==> src/rtl/ifid_register_pkg.sv <==
// Shared constants and field types for the IF/ID stage and the control unit.
// Carries the values formerly held in the shared definitions header.
package ifid_register_pkg;

    localparam int unsigned WORD      = 64;
    localparam int unsigned INSTR_LEN = 32;

    localparam logic [31:0] NOP_INSTR = 32'hD503201F;
    localparam logic [10:0] OP_STUR   = 11'h7C0;
    localparam logic [7:0]  OP_CBZ8   = 8'hB4;

    typedef struct packed {
        logic [10:0] opcode;
        logic [4:0]  rn;
        logic [4:0]  rm;
        logic [4:0]  rd_rt;
        logic [4:0]  read_reg2;
    } ifid_fields_t;

endpackage

==> src/rtl/ifid_register_field_split.sv <==
// Combinational instruction field split with the Reg2Loc select.
// Shared with the control unit.
module ifid_field_split
    import ifid_register_pkg::*;
(
    input  logic [31:0] instr_i,
    output logic [10:0] opcode_o,
    output logic [4:0]  rn_o,
    output logic [4:0]  rm_o,
    output logic [4:0]  rd_rt_o,
    output logic [4:0]  read_reg2_o
);

    logic reg2loc;

    // STUR and CBZ read their second operand from the Rt slot.
    assign reg2loc = (instr_i[31:21] == OP_STUR) || (instr_i[31:24] == OP_CBZ8);

    assign opcode_o    = instr_i[31:21];
    assign rn_o        = instr_i[9:5];
    assign rm_o        = instr_i[20:16];
    assign rd_rt_o     = instr_i[4:0];
    assign read_reg2_o = reg2loc ? instr_i[4:0] : instr_i[20:16];

endmodule

==> src/rtl/ifid_register.sv <==
// IF/ID pipeline register with stall/flush handling, field decode and
// saturating stall/flush counters.
module ifid_register
    import ifid_register_pkg::*;
#(
    parameter int unsigned WORD      = ifid_register_pkg::WORD,
    parameter int unsigned INSTR_LEN = ifid_register_pkg::INSTR_LEN,
    parameter int unsigned CNT_W     = 16
) (
    input  logic                 clk,
    input  logic                 reset,
    input  logic [INSTR_LEN-1:0] if_instruction,
    input  logic [WORD-1:0]      if_cur_pc,
    input  logic [WORD-1:0]      if_incremented_pc,
    input  logic                 stall,
    input  logic                 flush,
    output logic                 pc_write_en,
    output logic [INSTR_LEN-1:0] id_instruction,
    output logic [WORD-1:0]      id_cur_pc,
    output logic [WORD-1:0]      id_incremented_pc,
    output logic                 id_valid,
    output logic [10:0]          id_opcode,
    output logic [4:0]           id_rn,
    output logic [4:0]           id_rm,
    output logic [4:0]           id_rd_rt,
    output logic [4:0]           id_read_reg2,
    output logic [CNT_W-1:0]     stall_count,
    output logic [CNT_W-1:0]     flush_count
);

    localparam logic [INSTR_LEN-1:0] NOP_W = INSTR_LEN'(NOP_INSTR);

    logic [INSTR_LEN-1:0] instr_q, instr_d;
    logic [WORD-1:0]      cur_pc_q, cur_pc_d;
    logic [WORD-1:0]      inc_pc_q, inc_pc_d;
    logic                 valid_q, valid_d;
    logic [CNT_W-1:0]     stall_cnt_q;
    logic [CNT_W-1:0]     flush_cnt_q;

    // A flush must still let fetch load the branch target.
    assign pc_write_en = flush | ~stall;

    always_comb begin
        instr_d  = instr_q;
        cur_pc_d = cur_pc_q;
        inc_pc_d = inc_pc_q;
        valid_d  = valid_q;
        if (flush) begin
            instr_d  = NOP_W;
            cur_pc_d = '0;
            inc_pc_d = '0;
            valid_d  = 1'b0;
        end else if (!stall) begin
            instr_d  = if_instruction;
            cur_pc_d = if_cur_pc;
            inc_pc_d = if_incremented_pc;
            valid_d  = 1'b1;
        end
    end

    always_ff @(posedge clk) begin
        if (reset) begin
            instr_q  <= NOP_W;
            cur_pc_q <= '0;
            inc_pc_q <= '0;
            valid_q  <= 1'b0;
        end else begin
            instr_q  <= instr_d;
            cur_pc_q <= cur_pc_d;
            inc_pc_q <= inc_pc_d;
            valid_q  <= valid_d;
        end
    end

    always_ff @(posedge clk) begin
        if (reset) begin
            stall_cnt_q <= '0;
        end else if (stall && !flush && (stall_cnt_q != '1)) begin
            stall_cnt_q <= stall_cnt_q + CNT_W'(1);
        end
    end

    always_ff @(posedge clk) begin
        if (reset) begin
            flush_cnt_q <= '0;
        end else if (flush && (flush_cnt_q != '1)) begin
            flush_cnt_q <= flush_cnt_q + CNT_W'(1);
        end
    end

    assign id_instruction    = instr_q;
    assign id_cur_pc         = cur_pc_q;
    assign id_incremented_pc = inc_pc_q;
    assign id_valid          = valid_q;
    assign stall_count       = stall_cnt_q;
    assign flush_count       = flush_cnt_q;

    ifid_field_split u_split (
        .instr_i     (instr_q[31:0]),
        .opcode_o    (id_opcode),
        .rn_o        (id_rn),
        .rm_o        (id_rm),
        .rd_rt_o     (id_rd_rt),
        .read_reg2_o (id_read_reg2)
    );

endmodule

==> config.mk <==
export PLATFORM = sky130hd
export DESIGN_NAME = ifid_register
export DESIGN_NICKNAME = d
export VERILOG_FILES = /design/src/rtl/ifid_register_pkg.sv /design/src/rtl/ifid_register_field_split.sv /design/src/rtl/ifid_register.sv
export SDC_FILE = /design/constraint.sdc
export NUM_CORES = 1
export LEC_CHECK = 0
export ABC_AREA = 1
export BUFFER_PORTS_ARGS = -buffer_cell sky130_fd_sc_hd__buf_4
export CAP_MARGIN = 10
export CELL_PAD_IN_SITES_DETAIL_PLACEMENT = 1
export CELL_PAD_IN_SITES_GLOBAL_PLACEMENT = 1
export CORE_MARGIN = 2
export CORE_UTILIZATION = 31
export DETAILED_ROUTE_END_ITERATION = 10
export GPL_TIMING_DRIVEN = 0
export PLACE_DENSITY_LB_ADDON = 0.1
export RECOVER_POWER = 100
export SETUP_SLACK_MARGIN = 0.1
export SLEW_MARGIN = 40
export SYNTH_ARGS = -nofsm -noshare
export SYNTH_HDL_FRONTEND = slang
export SYNTH_SLANG_ARGS = --single-unit
==> constraint.sdc <==
create_clock -name clk -period 2 [get_ports clk]
set_input_delay 0.2 -clock clk [delete_from_list [all_inputs] [get_ports clk]]
set_output_delay 0.2 -clock clk [all_outputs]
set_load 0.03 [all_outputs]
==> impl_results.md <==
- Top FF cell, synth: dfxtp_1
- Die area: 0.02615 mm^2
- Detailed Route Iter0 Violations: 358
- Pwr Total: 8.721 mW
- Area Growth Syn to Fin: 46.73%
- Reg power frac: 46.3%
- Final hold violation count: 0
- Worst slew pin tran: 562.9 ps
- Final Skew: 7.498 ps
- Fmax: 529.3 MHz
- Pwr Density: 770.8 mW/mm^2
- Crit share post-route: 94.46%
- Share of the synthesized area in the top cell type: 50.11%
- Switch share: 28.82%
- Minimum hold slack: 14.63 ps
- CTS max path bufs: 2
- Drc violations: 0
- Comb pwr share: 13.6%
- Max-slew headroom: 62.47%
- Post-Syn Area: 0.007711 mm^2
- Vias per cell: 4.625
- Clock power frac: 40.1%
- Final setup margin: 110.7 ps
- Data arrival time at the worst-slack endpoint: 1690 ps
- Dpl hpwl: 24340 um
- DR vias: 8486
- P_sw: 2.513 mW
- DRT Wirelength: 31450 um
- Outcome: finished clean
- Clk Tree Root Cell: clkbuf_16
- Lkg Pwr: 4.679 nW
- Routed Antenna Nets: 0
- Vias in the first global route: 8594
- Critical Path RT: 1800 ps
- Drt wl/cell: 17.14 um
- First drt pass iteration count: 4
- Placed cell area: 0.01103 mm^2
- Post-synth top area cell: dfxtp_1
- Fin. max-slew vios: 0
- I/O Buffers: 388
- Max incr delay on CP: 390 ps
- Layout Cells excl Fill: 1835
- Syn. warnings: 0
- Asr flop ratio synth: 0%
- Yosys reg bits: 193
- Synth area leaders: dfxtp_1, nand2_1, a21oi_1, nor2_1, buf_4
- Total CTS buffers: 17
- Clock transition at path regs: 90 ps
- Core area: 0.02439 mm^2
- Cell count after placement: 1766
- Chip width: 161.7 um
- Initial Util: 31.61%
- GRT overflow: 0
- Slowest-stage cell, CP: dfxtp_1
- CTS H-tree lvls: 4
- VDD IR-drop max: 0.4655 mV
- I/O pin total: 389
- Share of cells above drive strength 1: 20.52%
- Number of setup violations in the final report: 0
- Pre-CTS WS: 206.9 ps
- Worst-path maximum fanout: 5
- Sink Count: 193
- RePlAce Congestion: 0.8125
- Mapped Nets: 1220
- RSZ-0062 raised after global routing: yes
- Synth unique cells: 27
- Die height: 161.7 um
- Post-Syn Instances: 1054
- Worst path cell trace: nor3_4 -> buf_6 -> nand3_4 -> nand2_1 -> o21ai_2 -> buf_4
- Footprint of the multi-input gates: 0.003307 mm^2
- Post-route cell area: 0.01131 mm^2
- Worst setup path category: register to output port
- Site row count: 57
- Skew-Pair Late Insertion Delay: 430 ps
- Gr usage total: 23.62%
- Post-Route Setup TNS: 0 ps
- Antenna Diode Count: 0
- Synth Area per Inst: 7.316 um^2
- Fin util: 46.39%
- CP bufs+invs: 2
- First-pass GRT wire length: 47850 um
- Crit. End Element: output port
- TritonCTS clock tree: yes
- Tmin final: 1889 ps
- Max-cap violations: 0
- Type of the tightest min-delay check: input port to register
- Initial antenna violation count: 0
- Int Pwr: 6.208 mW
- Largest net degree at the start of global routing: 20
- CP top delay family: simple AND/OR/NAND/NOR gates
- Sequential Area: 0.003872 mm^2
- Nets: 1664
- Post-synth EDFFs: 0
- Setup crit start kind: register
- Sequential share of the synthesized area: 50.11%
- Filler cells: 3149
==> registers in the layout, summed over array words and instances (netlist names) <==
signal / flops
id_instruction: 32
id_incremented_pc: 64
flush_count: 16
stall_count: 16
id_valid: 1
id_cur_pc: 64
==> tightest hold or removal path, stage by stage <==
cell	delay, ps
buf_4	110
nand2_1	50
a21oi_1	50
==> power by group through the flow <==
| stage | clock (mW) | sequential (mW) | combinational, mW |
|---|---|---|---|
| 4_1_cts | 3.58 | 4.04 | 1.28 |
| 3_5_place_dp | 0 | 4.13 | 1.22 |
| 5_1_grt | 3.76 | 4.05 | 1.29 |
| 2_1_floorplan | 0 | 4.33 | 0.395 |
| 3_3_place_gp | 0 | 4.12 | 1.21 |
| 6_report | 3.50 | 4.04 | 1.19 |
==> synthesized netlist by cell type, types with 2 or more instances <==
| cell type | number |
|---|---|
| a21oi_1 | 168 |
| buf_1 | 7 |
| buf_2 | 24 |
| buf_4 | 26 |
| buf_6 | 3 |
| clkbuf_1 | 23 |
| dfxtp_1 | 193 |
| ha_1 | 2 |
| inv_1 | 36 |
| inv_2 | 4 |
| nand2_1 | 396 |
| nand2_2 | 4 |
| nand3_1 | 35 |
| nand3_2 | 6 |
| nand3b_1 | 2 |
| nand4_1 | 7 |
| nor2_1 | 85 |
| nor2_2 | 4 |
| nor2_4 | 4 |
| nor3_1 | 4 |
| o211ai_1 | 6 |
| o21ai_0 | 10 |
==> path summary, 6_finish.rpt <==
check / cells past startpoint / from / endpoint / slack [ps]
setup / recovery: 6 / id_instruction[24]$_SDFFE_PP1N_ / id_read_reg2[2] / 110
hold / removal: 3 / if_cur_pc[41] / id_cur_pc[41]$_SDFFE_PP0N_ / 10
setup reg to reg: 8 / flush_count[0]$_SDFFE_PP0P_ / flush_count[0]$_SDFFE_PP0P_ / 200
hold reg to reg: 2 / id_cur_pc[41]$_SDFFE_PP0N_ / id_cur_pc[41]$_SDFFE_PP0N_ / 470
==> kinds of logic (layout without fill, tap and decap cells) <==
logic type | after synthesis | count (layout) | share of synthesized area [%]
compound gates | 185 | 185 | 12.25
fa+ha+maj | 2 | 2 | 0.3245
buf+inv | 123 | 579 | 7.934
flops | 193 | 193 | 50.11
simple gates | 551 | 552 | 29.39
==> final cells by class <==
class	instances	area share [%]
multi-input combinational	739	29.23
timing repair buffer	424	22.26
clock buffer	18	3.793
buffer	83	4.058
tap	324	3.583
clock inverter	14	1.526
sequential	193	34.23
inverter	40	1.327
==> placed cells by master (no fill, tap or decap), types with 12 or more instances in the layout <==
cell and instances:
clkbuf_16 17, dlygate4sd3_1 33, clkbuf_1 230, a21oi_1 167, dfxtp_1 188, nand3_1 35
inv_1 37, buf_4 202, nor2_1 86, clkbuf_2 12, nand2_1 393
==> timing repair <==
action                                  4_1_cts  5_1_grt
hold buffers                                 33        0
setup buffers                                 0        3
hold endpoints to repair                     33        0
cloned                                        0        1
pin swaps                                     0        4
endpoints found under the setup margin        5        5
resized for setup                             7       36
==> metal layers <==
layer,up-vias,share of wire [%],global-route usage [%]
met5,-,0,0
met4,0,2.7,7.723
met3,43,6.9,7.508
met2,225,52,43.20
met1,3981,38,25.91
li1,4237,-,-
(Power assumes the default switching activity.)
